File: config.mk
export PLATFORM = sky130hd
export DESIGN_NAME = nec_ir_decoder
export DESIGN_NICKNAME = d
export VERILOG_FILES = /design/src/rtl/ir_pkg.sv /design/src/rtl/ir_pulse_timer.sv /design/src/rtl/nec_ir_decoder.sv
export SDC_FILE = /design/constraint.sdc
export NUM_CORES = 1
export LEC_CHECK = 0
export BUFFER_PORTS_ARGS = -buffer_cell sky130_fd_sc_hd__buf_4
export CORE_UTILIZATION = 50
export CTS_BUF_LIST = sky130_fd_sc_hd__clkbuf_8
export CTS_CLUSTER_DIAMETER = 60
export DETAILED_ROUTE_END_ITERATION = 8
export HOLD_SLACK_MARGIN = 0.1
export PLACE_DENSITY_LB_ADDON = 0.25
export SLEW_MARGIN = 30
export SYNTH_ARGS = -nofsm -noshare
export SYNTH_HDL_FRONTEND = slang
export SYNTH_HIERARCHICAL = 1
export SYNTH_SLANG_ARGS = --single-unit
File: constraint.sdc
create_clock -name clk_in -period 3.33 [get_ports clk_in]
set_clock_uncertainty 0.15 [all_clocks]
set_input_delay 0.333 -clock clk_in [delete_from_list [all_inputs] [get_ports clk_in]]
set_output_delay 0.333 -clock clk_in [all_outputs]
set_load 0.01 [all_outputs]
File: src/rtl/ir_pkg.sv
// Shared definitions for the NEC IR decoder: FSM states, microsecond
// timing windows and the window-match helper.
package ir_pkg;

  localparam int US_W = 14;
  typedef logic [US_W-1:0] us_t;

  localparam us_t US_SAT         = '1;
  localparam us_t TIMEOUT_US     = 14'd10000;

  localparam us_t LEAD_MARK_MIN  = 14'd8000;
  localparam us_t LEAD_MARK_MAX  = 14'd10000;
  localparam us_t DATA_SPACE_MIN = 14'd4000;
  localparam us_t DATA_SPACE_MAX = 14'd5000;
  localparam us_t REP_SPACE_MIN  = 14'd1800;
  localparam us_t REP_SPACE_MAX  = 14'd2700;
  localparam us_t BIT_MARK_MIN   = 14'd350;
  localparam us_t BIT_MARK_MAX   = 14'd800;
  localparam us_t BIT0_MIN       = 14'd350;
  localparam us_t BIT0_MAX       = 14'd800;
  localparam us_t BIT1_MIN       = 14'd1400;
  localparam us_t BIT1_MAX       = 14'd2000;

  typedef enum logic [2:0] {
    IDLE,
    LEAD_MARK,
    LEAD_SPACE,
    BIT_MARK,
    BIT_SPACE,
    FINISH,
    REP_MARK
  } state_t;

  function automatic logic in_win(input us_t us, input us_t lo, input us_t hi);
    return (us >= lo) && (us <= hi);
  endfunction

endpackage

File: src/rtl/ir_pulse_timer.sv
// Synchronizes the active-low IR line, flags mark start/end edges and
// measures the current mark/space length in saturating microsecond ticks.
module ir_pulse_timer
  import ir_pkg::*;
#(
  parameter int TICK_CYCLES = 74
) (
  input  logic clk,
  input  logic rst,
  input  logic rx,
  output logic mark_start,
  output logic mark_end,
  output us_t  us_count
);

  localparam int PW = (TICK_CYCLES > 1) ? $clog2(TICK_CYCLES) : 1;
  localparam logic [PW-1:0] PRE_MAX = PW'(TICK_CYCLES - 1);

  logic          sync_p0;
  logic          sync_p1;
  logic          level_p2;
  logic [PW-1:0] pre;
  logic          edge_seen;

  // Line idles high; presetting the chain to 1 avoids a false edge after reset.
  always_ff @(posedge clk) begin
    if (rst) begin
      sync_p0  <= 1'b1;
      sync_p1  <= 1'b1;
      level_p2 <= 1'b1;
    end else begin
      sync_p0  <= rx;
      sync_p1  <= sync_p0;
      level_p2 <= sync_p1;
    end
  end

  assign mark_start = level_p2 & ~sync_p1;
  assign mark_end   = ~level_p2 & sync_p1;
  assign edge_seen  = mark_start | mark_end;

  // us_count still holds the finished interval's length during the edge cycle.
  always_ff @(posedge clk) begin
    if (rst || edge_seen) begin
      pre      <= '0;
      us_count <= '0;
    end else if (pre == PRE_MAX) begin
      pre <= '0;
      if (us_count != US_SAT) us_count <= us_count + 1'b1;
    end else begin
      pre <= pre + 1'b1;
    end
  end

endmodule

File: src/rtl/nec_ir_decoder.sv
// NEC IR frame decoder: classifies leader/repeat/data intervals, assembles
// the 32-bit code and pulses valid, repeat and error strobes.
module nec_ir_decoder
  import ir_pkg::*;
#(
  parameter int   TICK_CYCLES   = 74,
  parameter logic CHECK_INVERSE = 1'b1
) (
  input  logic        clk_in,
  input  logic        rst_in,
  input  logic        ir_rx_in,
  output logic [31:0] ir_out,
  output logic        valid_out,
  output logic        repeat_out,
  output logic        error_out
);

  logic        mark_start;
  logic        mark_end;
  us_t         us_count;

  state_t      state, state_nxt;
  logic [4:0]  bit_cnt, bit_cnt_nxt;
  logic [31:0] code, code_nxt;
  logic [31:0] ir_nxt;
  logic        have_code, have_code_nxt;
  logic        valid_nxt, repeat_nxt, error_nxt;
  logic        timeout;
  logic        inverse_ok;

  ir_pulse_timer #(.TICK_CYCLES(TICK_CYCLES)) u_timer (
    .clk        (clk_in),
    .rst        (rst_in),
    .rx         (ir_rx_in),
    .mark_start (mark_start),
    .mark_end   (mark_end),
    .us_count   (us_count)
  );

  assign inverse_ok = !CHECK_INVERSE || (code[15:8] == ~code[7:0]);
  assign timeout = (state inside {LEAD_MARK, LEAD_SPACE, BIT_MARK, BIT_SPACE}) &&
                   (us_count > TIMEOUT_US) && !mark_start && !mark_end;

  always_ff @(posedge clk_in) begin
    if (rst_in) begin
      state      <= IDLE;
      bit_cnt    <= '0;
      have_code  <= 1'b0;
      ir_out     <= '0;
      valid_out  <= 1'b0;
      repeat_out <= 1'b0;
      error_out  <= 1'b0;
    end else begin
      state      <= state_nxt;
      bit_cnt    <= bit_cnt_nxt;
      have_code  <= have_code_nxt;
      ir_out     <= ir_nxt;
      valid_out  <= valid_nxt;
      repeat_out <= repeat_nxt;
      error_out  <= error_nxt;
    end
  end

  // Shift register is pure data and is always fully overwritten before use.
  always_ff @(posedge clk_in) begin
    code <= code_nxt;
  end

  always_comb begin
    state_nxt     = state;
    bit_cnt_nxt   = bit_cnt;
    code_nxt      = code;
    ir_nxt        = ir_out;
    have_code_nxt = have_code;
    valid_nxt     = 1'b0;
    repeat_nxt    = 1'b0;
    error_nxt     = 1'b0;

    if (timeout) begin
      error_nxt = 1'b1;
      state_nxt = IDLE;
    end else begin
      unique case (state)
        IDLE: if (mark_start) state_nxt = LEAD_MARK;

        LEAD_MARK: if (mark_end) begin
          if (in_win(us_count, LEAD_MARK_MIN, LEAD_MARK_MAX)) state_nxt = LEAD_SPACE;
          else begin
            error_nxt = 1'b1;
            state_nxt = IDLE;
          end
        end

        LEAD_SPACE: if (mark_start) begin
          if (in_win(us_count, DATA_SPACE_MIN, DATA_SPACE_MAX)) begin
            bit_cnt_nxt = '0;
            state_nxt   = BIT_MARK;
          end else if (in_win(us_count, REP_SPACE_MIN, REP_SPACE_MAX)) begin
            state_nxt = REP_MARK;
          end else begin
            error_nxt = 1'b1;
            state_nxt = IDLE;
          end
        end

        BIT_MARK: if (mark_end) begin
          if (in_win(us_count, BIT_MARK_MIN, BIT_MARK_MAX)) state_nxt = BIT_SPACE;
          else begin
            error_nxt = 1'b1;
            state_nxt = IDLE;
          end
        end

        // The mark that ends a space decides that bit; after bit 31 it is the stop mark.
        BIT_SPACE: if (mark_start) begin
          if (in_win(us_count, BIT0_MIN, BIT0_MAX) || in_win(us_count, BIT1_MIN, BIT1_MAX)) begin
            code_nxt    = {code[30:0], in_win(us_count, BIT1_MIN, BIT1_MAX)};
            bit_cnt_nxt = bit_cnt + 1'b1;
            state_nxt   = (bit_cnt == 5'd31) ? FINISH : BIT_MARK;
          end else begin
            error_nxt = 1'b1;
            state_nxt = IDLE;
          end
        end

        FINISH: begin
          if (inverse_ok) begin
            ir_nxt        = code;
            valid_nxt     = 1'b1;
            have_code_nxt = 1'b1;
          end else begin
            error_nxt = 1'b1;
          end
          state_nxt = IDLE;
        end

        REP_MARK: begin
          if (have_code) repeat_nxt = 1'b1;
          else           error_nxt  = 1'b1;
          state_nxt = IDLE;
        end

        default: state_nxt = IDLE;
      endcase
    end
  end

endmodule

==> results of run 1 <==
[repair_timing]
item                                    CTS  global route
setup buffers                             0             0
endpoints found under the hold margin     1             0
hold buffers                              1             0
endpoints found under the setup margin    0             0
[sequential cells by signal (all words and copies together) (netlist names), 3 cells and up]
name,cells
ir_out,32
state,3
u_timer/us_count,14
u_timer/pre,7
code,32
bit_cnt,5
[routing by layer]
metal  wire length (um)  share of wire
met5                  0              0
met4                107          0.012
met3                349          0.040
met2               4150           0.47
met1               4160           0.47
[metrics by stage]
step                      hold slack, ns  instances  utilization
after CTS                          0.254        570        0.572
after floorplan                    0.239        432            -
after global placement             0.257        553        0.548
after global routing               0.268        570        0.572
final                              0.264        570        0.572
after detailed placement           0.247        553        0.548
[path summary, 6_finish.rpt]
check / from / end / slack (ns) / depth (start not counted)
max: u_timer/us_count[3] / code[5] / 0.85 / 6
min: rst_in / have_code / 0.26 / 2
max reg2reg: u_timer/us_count[3] / code[5] / 0.85 / 6
min reg2reg: u_timer/sync_p0 / u_timer/sync_p1 / 0.27 / 1
[cell usage after synthesis (all sizes together), types with 8 or more instances]
cell / count / area, um2
a21oi: 17 / 85.1
buf: 19 / 154
clkbuf: 8 / 41.3
dfxtp: 68 / 1360
edfxtp: 32 / 961
mux2i: 33 / 330
nand2: 19 / 71.3
nand3: 10 / 50.1
nand4: 14 / 93.8
nor2: 57 / 214
nor3: 8 / 40.0
o21ai: 18 / 93.8
or4: 9 / 67.6
xor2: 11 / 96.3
[critical path, stage by stage, from the launching register on]
cell       delay (ns)
dfxtp_1          0.45
o41a_1           0.52
o21ai_2          0.14
o2111ai_2        0.16
and2_4           0.23
nor2_2           0.11
buf_4            0.37
[area by class of cell]
cell class                 count  share of cell area
clock buffer                   9              0.0246
clock inverter                 7              0.0152
inverter                       6             0.00447
multi-input combinational    299               0.406
sequential                   100               0.461
tap                          108              0.0268
timing repair buffer          41              0.0616
[layout by cell type (no fill, tap or decap), types with 4 or more instances in the layout]
cell       n
edfxtp_1  32
inv_1      6
xnor2_1    4
or2_2      5
dfxtp_1   68
nand3_1   10
nand2b_1   7
buf_4     40
ha_1       7
mux2i_1   33
xor2_1    11
clkbuf_8   9
o31ai_1    7
or4_1      9
nor2_1    56
nand2_1   19
nor4_1     4
a21oi_1   17
o21ai_1    4
nor3_1     7
nand4_1   13
o21ai_0   13
[logic make-up (layout without fill, tap and decap cells)]
| logic type | Yosys count | after routing | synth area share |
|---|---|---|---|
| flip-flops | 100 | 100 | 0.507 |
| AO/OA/AOI/OAI | 75 | 75 | 0.117 |
| XOR/XNOR | 15 | 15 | 0.0287 |
| AND/OR/NAND/NOR | 169 | 169 | 0.209 |
| adder cells (fa/ha/maj) | 7 | 7 | 0.0191 |
| multiplexers | 33 | 33 | 0.0721 |
| buffers and inverters | 33 | 63 | 0.0475 |
[power by group]
group          total [uW]  switching (uW)  internal (uW)
Sequential           1260            5.38           1250
Clock                 756             458            298
Combinational        37.9            25.2           12.7
==> impl_metrics.tcl, run 1 <==
set metrics [dict create \
    status "finished with violations" \
    violations "DRC" \
    syn_inst 432 \
    synth-seq-cells 100 \
    fmax_ghz 0.404 \
    p_total_uw 2050 \
    vdd_drop_max_v 0.000269 \
    num_rows 34 \
    antenna_left 0 \
    use_met1 0.261 \
    final_cell_area_um2 5040 \
    synthArstFlopShare 0 \
    post-route-period-util 0.744 \
    ys.flop_type "dfxtp_1" \
    diodes 0 \
    vias_per_cell 5.83 \
    grt_use_met2 0.312 \
    pin_count 38 \
    grt-busiest-layer "met2" \
    post_drt_wl_per_cell_um 15.4 \
    worstPathArrival_ns 2.34 \
    drv_cap 0 \
    routed_wl_um 8770 \
    drv_slew 0 \
    synth_cell_type_count 74 \
    vias 3323 \
    grt_pass1_vias 3073 \
    die_area_um2 9550 \
    layout.area.seq_um2 2320 \
    drive_gt1_frac 0.186 \
    grt_max_degree 47 \
    cts_max_level 3 \
    cts_made_buffers 9 \
    ys_seq_area_frac 0.507 \
    ctsResizeCount 0 \
    worst_pin_slew_ns 0.746 \
    multiInputGateArea_um2 2050 \
    hold_violations 0 \
    die_w_um 97.7 \
    setup_viol 0 \
    critPathCaptureType "flop" \
    yosysWarnings 6 \
    numPortBuffers 37 \
    clock_latency_ns 0.35 \
    nNetsFinal 467 \
    max-clock-path-buffers 2 \
    required_ns 3.20 \
    gp_congestion 0.868 \
    startpoint_type "flop" \
    worst-setup-path-type "reg -> reg" \
    grt-ovfl-total 0 \
    period_needed_ns 2.48 \
    rsz0062_at_grt "false" \
    core_um2 8810 \
    slew_headroom 0.499 \
    die_h_um 97.7 \
    synth.avg_cell_area_um2 10.6 \
    drt_iter0_markers 163 \
    placed_area_um2 4830 \
    dpl_worst_slack_ns 0.838 \
    clkTransAtPathRegs_ns 0.10 \
    area_growth_pct 10.0 \
    initial_core_util 0.520 \
    cts.sinks 100 \
    synth-edff-count 32 \
    dp_hpwl_um 6010 \
    worst_slack_ns 0.854 \
    powerDensity_nw_per_um2 408 \
    synth.cell_area_um2 4580 \
    drc_errors 8 \
    cts_tree "built" \
    syn_nets 442 \
    grt_usage 0.191 \
    grt_util_met3 0.0360 \
    hp-class "in -> reg" \
    clockRootBuffer "clkbuf_8" \
    power.leakage_uw 0.00163 \
    grt_pass1_wl_um 14800 \
    path_max_fanout 32 \
    fillerInstances 780 \
    final.setup.tns_ns 0 \
    drtPass1Iterations 8 \
    antenna_found_initial 0 \
]
No activity file was read; power rests on OpenSTA's default activity.
==> inputs of run 2 (changes only) <==
- ABC_AREA: unset -> 1
- clock period: 3.33 -> 2.2 ns (I/O delays scaled with it)
==> impl_metrics.tcl, run 2 <==
set metrics [dict create \
    status "finished, final reports clean" \
    p_int_uw 2380 \
    syn_nets 627 \
    routed_wl_um 10300 \
    vdd_drop_max_v 0.000428 \
    min_from "u_timer/sync_p0" \
    worstPathArrival_ns 1.95 \
    seqPwrFrac 0.604 \
    finalNonFillerCells 793 \
    drt_iter0_markers 202 \
    cts_made_buffers 9 \
    p_total_uw 3160 \
    p_sw_frac 0.247 \
    cts_tree "built" \
    drv_slew 0 \
    synth.avg_cell_area_um2 7.66 \
    slew_headroom 0.787 \
    final_cell_mix "nand2_1 (137), nor2_1 (101), inv_1 (74)" \
    p_comb_frac 0.028 \
    die_h_um 99.2 \
    startpoint "u_timer/us_count[10]" \
    yosys.cell_count.top_type "nand2_1" \
    worst-setup-path-type "reg -> reg" \
    grt_usage 0.222 \
    r2r_start "u_timer/us_count[10]" \
    core_um2 9200 \
    pwr-share-clk 0.368 \
    fmax_ghz 0.496 \
    drc_errors 0 \
    grt_max_degree 45 \
    ys_seq_area_frac 0.492 \
    dp_hpwl_um 7470 \
    synth_top_area_share 0.288 \
    hold_violations 0 \
    final_common_cell "nand2_1" \
    nNetsFinal 687 \
    top_regs "code: 32 flops, ir_out: 32 flops, u_timer/us_count: 14 flops" \
    synth.cell_area_um2 4720 \
    num_rows 35 \
    synth-edff-count 32 \
    yosysTopAreaCell "dfxtp_1" \
    setup_viol 0 \
    drtPass1Iterations 4 \
    die_area_um2 9840 \
    syn_inst 617 \
    synth-seq-cells 100 \
    clkTransAtPathRegs_ns 0.10 \
    vias 4180 \
    numPortBuffers 37 \
    grt_pass1_vias 3808 \
    required_ns 2.13 \
    cts.sinks 100 \
    startpoint_type "flop" \
    antenna_found_initial 0 \
    area_growth_pct 16.3 \
    max-clock-path-buffers 2 \
    dp_cells 772 \
    pin_count 38 \
    ys_top_cells_by_count "nand2_1 (137), nor2_1 (102), inv_1 (74), dfxtp_1 (68), o21ai_0 (39)" \
    vias_per_cell 5.27 \
    synth.area.top_cells "dfxtp_1 (29%), edfxtp_1 (20%), nand2_1 (11%), nor2_1 (8.1%), inv_1 (5.9%)" \
    worst_pin_slew_ns 0.319 \
    antenna_left 0 \
    power.leakage_uw 0.00237 \
    clockRootBuffer "clkbuf_8" \
    diodes 0 \
    p_switching_uw 780 \
    grt-ovfl-total 0 \
    synthArstFlopShare 0 \
    drive_gt1_frac 0.161 \
    synth_cell_type_count 39 \
    path_max_fanout 17 \
    critPathCaptureType "flop" \
    grt_pass1_wl_um 17500 \
    post_drt_wl_per_cell_um 13.0 \
    powerDensity_nw_per_um2 575 \
    initial_core_util 0.514 \
    hp-class "reg -> reg" \
    cts_max_level 3 \
    drv_cap 0 \
    clock_latency_ns 0.38 \
    gp_congestion 0.927 \
    yosysWarnings 6 \
    die_w_um 99.2 \
    period_needed_ns 2.02 \
    final.setup.tns_ns 0 \
    post-route-period-util 0.917 \
    ys.flop_type "dfxtp_1" \
]
## run 2: changes by cell type after synthesis, sizes merged, moves of 9 or more
cell,previous run,this run
a21oi,17,39
buf,19,4
inv,6,80
mux2i,33,0
nand2,19,147
nand3,10,35
nor2,57,113
o21ai,18,41
or4,9,0
## run 2: final timing paths
path | cells past startpoint | endpoint | slack, ns
max | 10 | code[19] | 0.18
max reg2reg | 10 | code[19] | 0.18
min reg2reg | 1 | u_timer/sync_p1 | 0.27
min | 1 | u_timer/sync_p1 | 0.27
## run 2: metrics by stage
step,worst slack [ns],hold WS [ns],util,instance area [um2]
floorplan,0.0197,0.139,-,4720
global placement,0.213,0.243,0.570,5240
detailed placement,0.116,0.245,0.570,5240
CTS,0.0908,0.272,0.595,5470
global route,-0.0121,0.278,0.598,5500
finish,0.183,0.270,0.598,5500
## run 2: cell families (layout without fill, tap and decap cells)
logic type	count (synthesis)	count (layout)	synth area share
flops	100	100	0.492
simple gates	330	330	0.311
fa+ha+maj	7	7	0.0185
buf+inv	90	155	0.0768
compound gates	85	85	0.0930
xor+xnor	5	5	0.00927
## run 2: critical path, cell delays in order (launching register included)
cell     delay (ns)
dfxtp_1        0.48
inv_1          0.12
nand2_1        0.12
nor2_2         0.05
and2_1         0.13
nand2_1        0.08
nand2_1        0.09
nand2_2        0.09
nand2_2        0.08
nor2_4         0.16
buf_12         0.17
## run 2: final cells by class
type | count | area (um2)
clock buffers | 9 | 124
clock inverters | 7 | 76.3
fillers | 823 | 3700
inverters | 81 | 308
multi-input cells | 427 | 2040
flip-flops and latches | 100 | 2330
well taps | 111 | 139
repair buffers | 58 | 480
## run 2: metal layers
metal	wire length, um	track usage	vias up
met5	0	0	-
met2	4800	0.353	111
met1	4930	0.309	1943
met4	90	0.0577	0
met3	514	0.0478	8
li1	-	-	2118
## run 2: what timing repair did
| item | in CTS | in global routing |
|---|---|---|
| hold endpoints to repair | 8 | 0 |
| hold buffers | 3 | 0 |
| endpoints found under the setup margin | 0 | 36 |
| setup buffers | 0 | 2 |
| gates resized for setup | 0 | 6 |
## run 2: power groups by stage
stage               combinational (uW)  sequential (uW)  clock, uW
detailed placement                83.3             1950          0
finish                            88.0             1910       1160
global placement                  80.7             1950          0
floorplan                         60.1             1950          0
global route                      99.6             1910       1280
CTS                               87.1             1910       1210
